`config.mk`:
```
export PLATFORM = sky130hd
export DESIGN_NAME = pc_sequencer
export DESIGN_NICKNAME = d
export VERILOG_FILES = /design/src/rtl/pc_pkg.sv /design/src/rtl/pc_redirect_hist.sv /design/src/rtl/pc_sequencer.sv
export SDC_FILE = /design/constraint.sdc
export NUM_CORES = 1
export LEC_CHECK = 0
export CAP_MARGIN = 15
export CORE_MARGIN = 2
export CORE_UTILIZATION = 40
export DETAILED_ROUTE_END_ITERATION = 10
export DONT_BUFFER_PORTS = 1
export PLACE_DENSITY = 0.66
export SETUP_SLACK_MARGIN = 0.4
export SYNTH_ARGS = -nofsm -noshare
export SYNTH_HDL_FRONTEND = slang
export SYNTH_SLANG_ARGS = --single-unit
```
`constraint.sdc`:
```
create_clock -name CLK -period 5.9 [get_ports CLK]
set_input_delay 1.77 -clock CLK [delete_from_list [all_inputs] [get_ports CLK]]
set_output_delay 1.77 -clock CLK [all_outputs]
set_load 0.005 [all_outputs]
```
`src/rtl/pc_pkg.sv`:
```
`default_nettype none
// ============================================================================
// Module  : pc_pkg
// Purpose : Shared definitions for the program-counter sequencer: FSM state
//           encoding and default reset/exception vectors.
// Revision: 1.0 - initial release
// ============================================================================
package pc_pkg;

  // Sequencer states: RUN (not stalled), HOLD (stalled, nothing buffered),
  // HOLD_PEND (stalled, a redirect target is buffered).
  typedef enum logic [1:0] {
    RUN       = 2'b00,
    HOLD      = 2'b01,
    HOLD_PEND = 2'b10
  } pc_state_t;

  localparam logic [31:0] c_def_reset_vector = 32'h0000_0000;
  localparam logic [31:0] c_def_exc_vector   = 32'h0000_0004;

endpackage
`default_nettype wire

```
`src/rtl/pc_redirect_hist.sv`:
```
`default_nettype none
// ============================================================================
// Module  : pc_redirect_hist
// Purpose : Ring buffer of PC values captured at each applied redirect or
//           exception load. Index 0 on the read port is the newest entry.
// Ports   : i_clk      - clock, rising edge
//           i_rst_n    - asynchronous active-low reset (clears all entries)
//           i_we       - capture i_data into the next slot
//           i_data     - PC value to record
//           i_idx      - read index, 0 = newest
//           o_data     - combinational read data
// Revision: 1.0 - initial release
// ============================================================================
module pc_redirect_hist #(
  parameter int unsigned ADDR_W     = 32,
  parameter int unsigned HIST_DEPTH = 4
) (
  input  logic                          i_clk,
  input  logic                          i_rst_n,
  input  logic                          i_we,
  input  logic [ADDR_W-1:0]             i_data,
  input  logic [$clog2(HIST_DEPTH)-1:0] i_idx,
  output logic [ADDR_W-1:0]             o_data
);

  localparam int unsigned c_iw = $clog2(HIST_DEPTH);

  logic [ADDR_W-1:0] r_mem [HIST_DEPTH];
  logic [c_iw-1:0]   r_wptr;
  logic [c_iw-1:0]   w_rd_ptr;

  always_ff @(posedge i_clk or negedge i_rst_n) begin
    if (!i_rst_n) begin
      r_wptr <= '0;
      for (int i = 0; i < int'(HIST_DEPTH); i++) begin
        r_mem[i] <= '0;
      end
    end else if (i_we) begin
      r_mem[r_wptr] <= i_data;
      r_wptr        <= r_wptr + c_iw'(1);
    end
  end

  // Depth is a power of two, so pointer arithmetic wraps naturally.
  assign w_rd_ptr = r_wptr - c_iw'(1) - i_idx;
  assign o_data   = r_mem[w_rd_ptr];

endmodule
`default_nettype wire

```
`src/rtl/pc_sequencer.sv`:
```
`default_nettype none
// ============================================================================
// Module  : pc_sequencer
// Purpose : Fetch-stage program counter with stall-safe redirect buffering,
//           exception vectoring and misaligned-target flagging.
//           Optional redirect history enabled by macro PC_REDIRECT_HIST_EN.
// Ports   : CLK          - clock, rising edge
//           Reset_n      - asynchronous active-low reset
//           Busy         - stall; PC holds while high
//           PCSrc        - redirect request, target on Result
//           Result       - redirect target
//           Exception    - exception request, highest priority
//           PC           - current fetch address (registered)
//           PC_Plus_Step - PC + STEP, combinational, wraps
//           Pend         - a redirect is buffered (registered)
//           Misalign     - one-cycle pulse after a misaligned target load
//           Hist_Idx     - history read index (0 = newest)
//           Hist_Data    - history entry, 0 when history is not built
// Revision: 1.0 - initial release
// ============================================================================
module pc_sequencer
  import pc_pkg::*;
#(
  parameter int unsigned       ADDR_W       = 32,
  parameter logic [ADDR_W-1:0] RESET_VECTOR = ADDR_W'(c_def_reset_vector),
  parameter logic [ADDR_W-1:0] EXC_VECTOR   = ADDR_W'(c_def_exc_vector),
  parameter int unsigned       STEP         = 4,
  parameter int unsigned       HIST_DEPTH   = 4
) (
  input  logic                          CLK,
  input  logic                          Reset_n,
  input  logic                          Busy,
  input  logic                          PCSrc,
  input  logic [ADDR_W-1:0]             Result,
  input  logic                          Exception,
  output logic [ADDR_W-1:0]             PC,
  output logic [ADDR_W-1:0]             PC_Plus_Step,
  output logic                          Pend,
  output logic                          Misalign,
  input  logic [$clog2(HIST_DEPTH)-1:0] Hist_Idx,
  output logic [ADDR_W-1:0]             Hist_Data
);

  localparam logic [ADDR_W-1:0] c_step       = ADDR_W'(STEP);
  localparam logic [ADDR_W-1:0] c_align_mask = ADDR_W'(STEP - 1);

  pc_state_t         r_state;
  logic [ADDR_W-1:0] r_pc;
  logic [ADDR_W-1:0] r_pend_tgt;
  logic              r_pend;
  logic              r_misalign;

  logic [ADDR_W-1:0] w_pc_plus;
  logic              w_res_mis;
  logic              w_pend_mis;

  assign w_pc_plus  = r_pc + c_step;
  assign w_res_mis  = (Result & c_align_mask) != '0;
  assign w_pend_mis = (r_pend_tgt & c_align_mask) != '0;

  always_ff @(posedge CLK or negedge Reset_n) begin
    if (!Reset_n) begin
      r_state    <= RUN;
      r_pc       <= RESET_VECTOR;
      r_pend_tgt <= '0;
      r_pend     <= 1'b0;
      r_misalign <= 1'b0;
    end else begin
      r_misalign <= 1'b0;
      if (Exception) begin
        // Exception beats everything and drops any buffered redirect.
        r_pc    <= EXC_VECTOR;
        r_pend  <= 1'b0;
        r_state <= Busy ? HOLD : RUN;
      end else begin
        case (r_state)
          HOLD_PEND: begin
            if (Busy) begin
              if (PCSrc) r_pend_tgt <= Result;   // latest redirect wins
            end else begin
              // Buffered redirect is applied; a concurrent PCSrc is dropped.
              r_pc       <= r_pend_tgt;
              r_pend     <= 1'b0;
              r_misalign <= w_pend_mis;
              r_state    <= RUN;
            end
          end
          default: begin // RUN and HOLD behave identically
            if (Busy) begin
              if (PCSrc) begin
                r_pend_tgt <= Result;
                r_pend     <= 1'b1;
                r_state    <= HOLD_PEND;
              end else begin
                r_state    <= HOLD;
              end
            end else begin
              r_state <= RUN;
              if (PCSrc) begin
                r_pc       <= Result;
                r_misalign <= w_res_mis;
              end else begin
                r_pc       <= w_pc_plus;
              end
            end
          end
        endcase
      end
    end
  end

  assign PC           = r_pc;
  assign PC_Plus_Step = w_pc_plus;
  assign Pend         = r_pend;
  assign Misalign     = r_misalign;

`ifdef PC_REDIRECT_HIST_EN
  // A non-sequential PC load happens on an exception, on applying the
  // buffered target, or on a direct redirect while not stalled.
  logic w_hist_we;
  assign w_hist_we = Exception |
                     (!Busy && ((r_state == HOLD_PEND) || PCSrc));

  pc_redirect_hist #(
    .ADDR_W     (ADDR_W),
    .HIST_DEPTH (HIST_DEPTH)
  ) u_hist (
    .i_clk   (CLK),
    .i_rst_n (Reset_n),
    .i_we    (w_hist_we),
    .i_data  (r_pc),
    .i_idx   (Hist_Idx),
    .o_data  (Hist_Data)
  );
`else
  logic w_unused_hist_idx;
  assign w_unused_hist_idx = ^Hist_Idx;
  assign Hist_Data         = '0;
`endif

endmodule
`default_nettype wire

```
# After elaboration in Yosys (flattened, before gate mapping)
# Cells that the tools add are included.
# op_classes
n_addsub	1
multipliers	0
n_div	0
magnitude_cmp	0
n_eq_ne	3
shift	0
n_mux	21
bitwise_logic	1
n_reduce_logical	6
# op_table
operator	n
$mux W32	5
$reduce_bool A32 Y1	2
$add A32 B3 Y32 const B	1
$mux W1	11
$mux W2	5
$reduce_and A3 Y1	2
$reduce_bool A3 Y1	2
$ne A3 B3 Y1 const B	1
$eq A2 B2 Y1 const B	1
$ne A2 B1 Y1 const B	1
$not A1 Y1	1
# totals
register_bits	68
latch_bits	0
mem_bits_rw	0
romBits	0
input_bits	39
output_inout_bits	98
word_cells	37
n_memories	0

# Depth between registers and ports, before layout
# logic_depth
word_depth	5
ltp_mapped	8
mapped_depth_nobuf	6

# Worst setup path after synthesis
# OpenSTA, ideal clock, no wires.
# synth_path
path_kind	register to output
startpoint	register r_pc[4] (netlist: PC[4])
endpoint	output port PC_Plus_Step[29]
arrival_ns	1.548
required_ns	4.130
slack_ns	2.582
stages_incl_launch_ff	7
path_buffers	1
path_cell_list	dfrtp_1 > buf_4 > nand3_2 > nor4_4 > and3_1 > nand2_1 > xnor2_1
# synth_via
elab_chain_cells	1
# synth_rtl
item	line_no	source
from (decl)	pc_sequencer.sv:48	logic [ADDR_W-1:0] r_pc;
from (signal assigned)	pc_sequencer.sv:82	r_pc <= r_pend_tgt;
from (signal assigned)	pc_sequencer.sv:100	r_pc <= Result;
from (signal assigned)	pc_sequencer.sv:103	r_pc <= w_pc_plus;
$add A32 B3 Y32	pc_sequencer.sv:57	assign w_pc_plus = r_pc + c_step;
to (decl)	pc_sequencer.sv:37	output logic [ADDR_W-1:0] PC_Plus_Step,
# Every way passes these cells.

# Worst setup path in the final report
# Same ends and word-level chain as after synthesis.

==> out/results.ini <==
[status]
outcome = finished, final reports clean

[critical_path]
cp_slowest_cell = nor4_4
startpoint = PC[4]
crit_path_end = PC_Plus_Step[29]
path_class = flip-flop to primary output
rrSetupSlack_ns = 3.67
crit_chain = nand3_2 > nor4_4 > and3_1 > nand2_1 > xnor2_1
reg2regPathDepth = 6
worstSetupEndpointType = primary output
arrival_ns = 2.33
timing.rr.end = PC[24]
crit_fanout = 10
r2r_start = PC[3]
cp-start-kind = flip-flop
crit_path_max_incr_delay_ns = 0.62
required_ns = 4.13

[finish]
final_layout_size_suffix_gt1_share_pct = 15.0
diodes = 0
final_cell_area_sq_um = 4520
fillers = 1061
area_delta_synth_final_pct = 3.76
finalNetCount = 488

[die]
core_sq_um = 10700
pin_count = 137
die_width_um = 108
dieArea_sq_um = 11700
start_util_pct = 40.6
std_cell_rows = 38
dieHeight_um = 108

[synthesis]
synth_area_leader_cell = dfrtp_1
synthTopCellsByArea = dfrtp_1 (39%), mux2_2 (6.7%), buf_4 (6.0%)
ys_ff_latch = 68
synth_compound_area_share_pct = 17.7
synthAdderAreaFrac_pct = 0.287
seq_area_frac_synth_pct = 39.0
syn-mean-instance-area_sq_um = 9.35
synthDistinctLibCells = 68
yosys.area_share.xor_xnor_pct = 5.63
yosysMostFrequentCell = dfrtp_1
synth.mux.area_fraction_pct = 8.44
yosysTopAreaCellShare_pct = 39.0
synth_simple_gate_area_share_pct = 18.4
synth_flop_cell = dfrtp_1
synth_common_cells = dfrtp_1 (68), nand2_1 (40), buf_4 (35)
synth_top_family_by_area = simple AND/OR/NAND/NOR gates
synth_edf_count = 0
synth_area_sq_um = 4360
ys_async_sr_fraction_pct = 100
syn_inst = 466
yosysWarningCount = 0

[routing]
remaining_drc_errors = 0
wl_per_cell_um = 20.6
wl_met1_mm = 5.09
routed_via_density = 5.93
wl_met2_mm = 5.76
wl_mm = 12.2
drt_iter0_markers = 213
met3_length_mm = 1.14
firstDrtPassIters = 5
drt.antenna.violating_nets = 0
vias = 3519
top_layer = met4

[clock_network]
cts_max_path_buffers = 2
ctsHoldBuffers = 0
post_cts_buffers = 0
ctsResizeCount = 0
cts_made_buffers = 9
tritoncts = yes
cts-htree-levels = 3
root_buffer = clkbuf_8
insertion_delay_ns = 0.34
cts.reportedPaths.clkPinSlew_ns = 0.08
clock-sinks = 68

[power_and_ir_drop]
p_leak_nw = 1.99
switching_power_mw = 0.324
seq_power_share_pct = 49.7
irDropWorstVdd_v = 0.000144
finalPower_mw = 1.16
power_frac_clock_pct = 37.2
powerDensity_nw_per_um2 = 256
intPower_mw = 0.831
combinationalPowerShare_pct = 13.1
p_sw_share_pct = 28.1

[sta]
timing.final.hold_violations = 0
fin_skew_ns = 0.00928
rsz0062_at_grt = no
final-max-slew-violation-count = 0
slew_headroom_pct = 46.5
period_share_pct = 69.5
fin_setup_tns_ns = 0
fmax_mhz = 244
worst_pin_slew_ns = 0.793
setup_viol = 0
min_period_ns = 4.10

[job]
max_cap_violations = 0

[worst_hold_path]
hold_path_class = flip-flop to flip-flop
min_path_cells = 2

[place]
place_area_sq_um = 4310
io_buffers = 0
place_congestion = 0.850
place_hpwl_mm = 8.35

[grt]
antenna_found_initial = 0
grt_use_total_pct = 21.2
grt_overflow = 0
grt_pass1_vias = 3416
grt_pass1_wl_mm = 19.0
grt_max_degree = 69

==> layer usage <==
layer / vias to the layer above / track usage (%)
met5: - / 0
met4: 0 / 6.96
met3: 25 / 5.91
met2: 178 / 34.2
met1: 1745 / 27.6
li1: 1571 / -
==> cells in the final DEF, fill, tap and decap left out, drive strengths merged, types with 3 or more instances in the layout <==
cell    Yosys  final
a31oi       5      5
nor4        4      4
nand4      10     10
inv        18     18
a21oi      25     25
a21o        5      5
nor2       28     28
mux2i       6      6
a41oi       4      4
o221a       5      5
and3        7      7
nand2b      4      4
nand2      40     40
a22oi       3      3
clkinv      0      4
o311a       3      3
dfrtp      68     68
nor3        6      6
nor2b       3      3
buf        46      5
a211oi      4      4
a311oi      6      6
o21bai      3      3
clkbuf     19      9
or3         7      7
conb        1     32
or2         3      3
nand3      18     18
xnor2      22     22
mux2       27     27
xor2        6      6
a221oi      3      3
o21ai      26     26
==> state kept, by name, summed over array words and instances (netlist names) <==
name	flops
Misalign	1
PC	32
Pend	1
r_pend_tgt	32
r_state	2
==> cells by family (layout without fill, tap and decap cells) <==
family | after synthesis | count (layout)
multiplexers | 33 | 33
flip-flops | 68 | 68
AO/OA/AOI/OAI | 112 | 112
adder cells (fa/ha/maj) | 1 | 1
buffers and inverters | 83 | 39
other | 1 | 32
XOR/XNOR | 28 | 28
AND/OR/NAND/NOR | 140 | 140
==> power groups by stage <==
stage,logic (mW),clock network (mW),registers [mW]
final,0.152,0.430,0.574
after detailed placement,0.151,0,0.584
after global routing,0.169,0.455,0.583
after global placement,0.145,0,0.580
after CTS,0.151,0.434,0.574
after floorplan,0.150,0,0.567
==> through the flow <==
| step | setup slack, ns | utilization (%) | hold slack, ns | instances |
|---|---|---|---|---|
| floorplan | 2.58 | - | 0.451 | 497 |
| global placement | 2.22 | 40.1 | 0.464 | 577 |
| global route | 1.57 | 42.1 | 0.520 | 593 |
| finish | 1.80 | 42.1 | 0.484 | 593 |
| CTS | 1.81 | 42.1 | 0.488 | 593 |
| detailed placement | 2.19 | 40.1 | 0.472 | 577 |
==> worst min-delay path by stage <==
stage	startpoint	end	slack [ns]
floorplan	r_pend_tgt[12]	r_pend_tgt[12]	0.45
global placement	r_pend_tgt[12]	r_pend_tgt[12]	0.46
detailed placement	r_pend_tgt[28]	r_pend_tgt[28]	0.47
CTS	r_pend_tgt[24]	r_pend_tgt[24]	0.49
global route	r_pend_tgt[4]	r_pend_tgt[4]	0.52
finish	r_pend_tgt[28]	r_pend_tgt[28]	0.48
==> layout make-up <==
class	instances	area (sq um)	area share (%)
clock inverter	7	91.3	2.02
clock buffer	9	124	2.74
tap	140	175	3.87
inverter	18	67.6	1.49
sequential	68	1700	37.6
multi-input combinational	346	2320	51.4
timing repair buffer	5	37.5	0.830
==> critical path, delay by kind of cell (launching register included) <==
kind	cells	cell delay, ns
xor+xnor	1	0.20
flops	1	0.50
simple gates	4	1.27
Power figures use the tool's default switching activity.
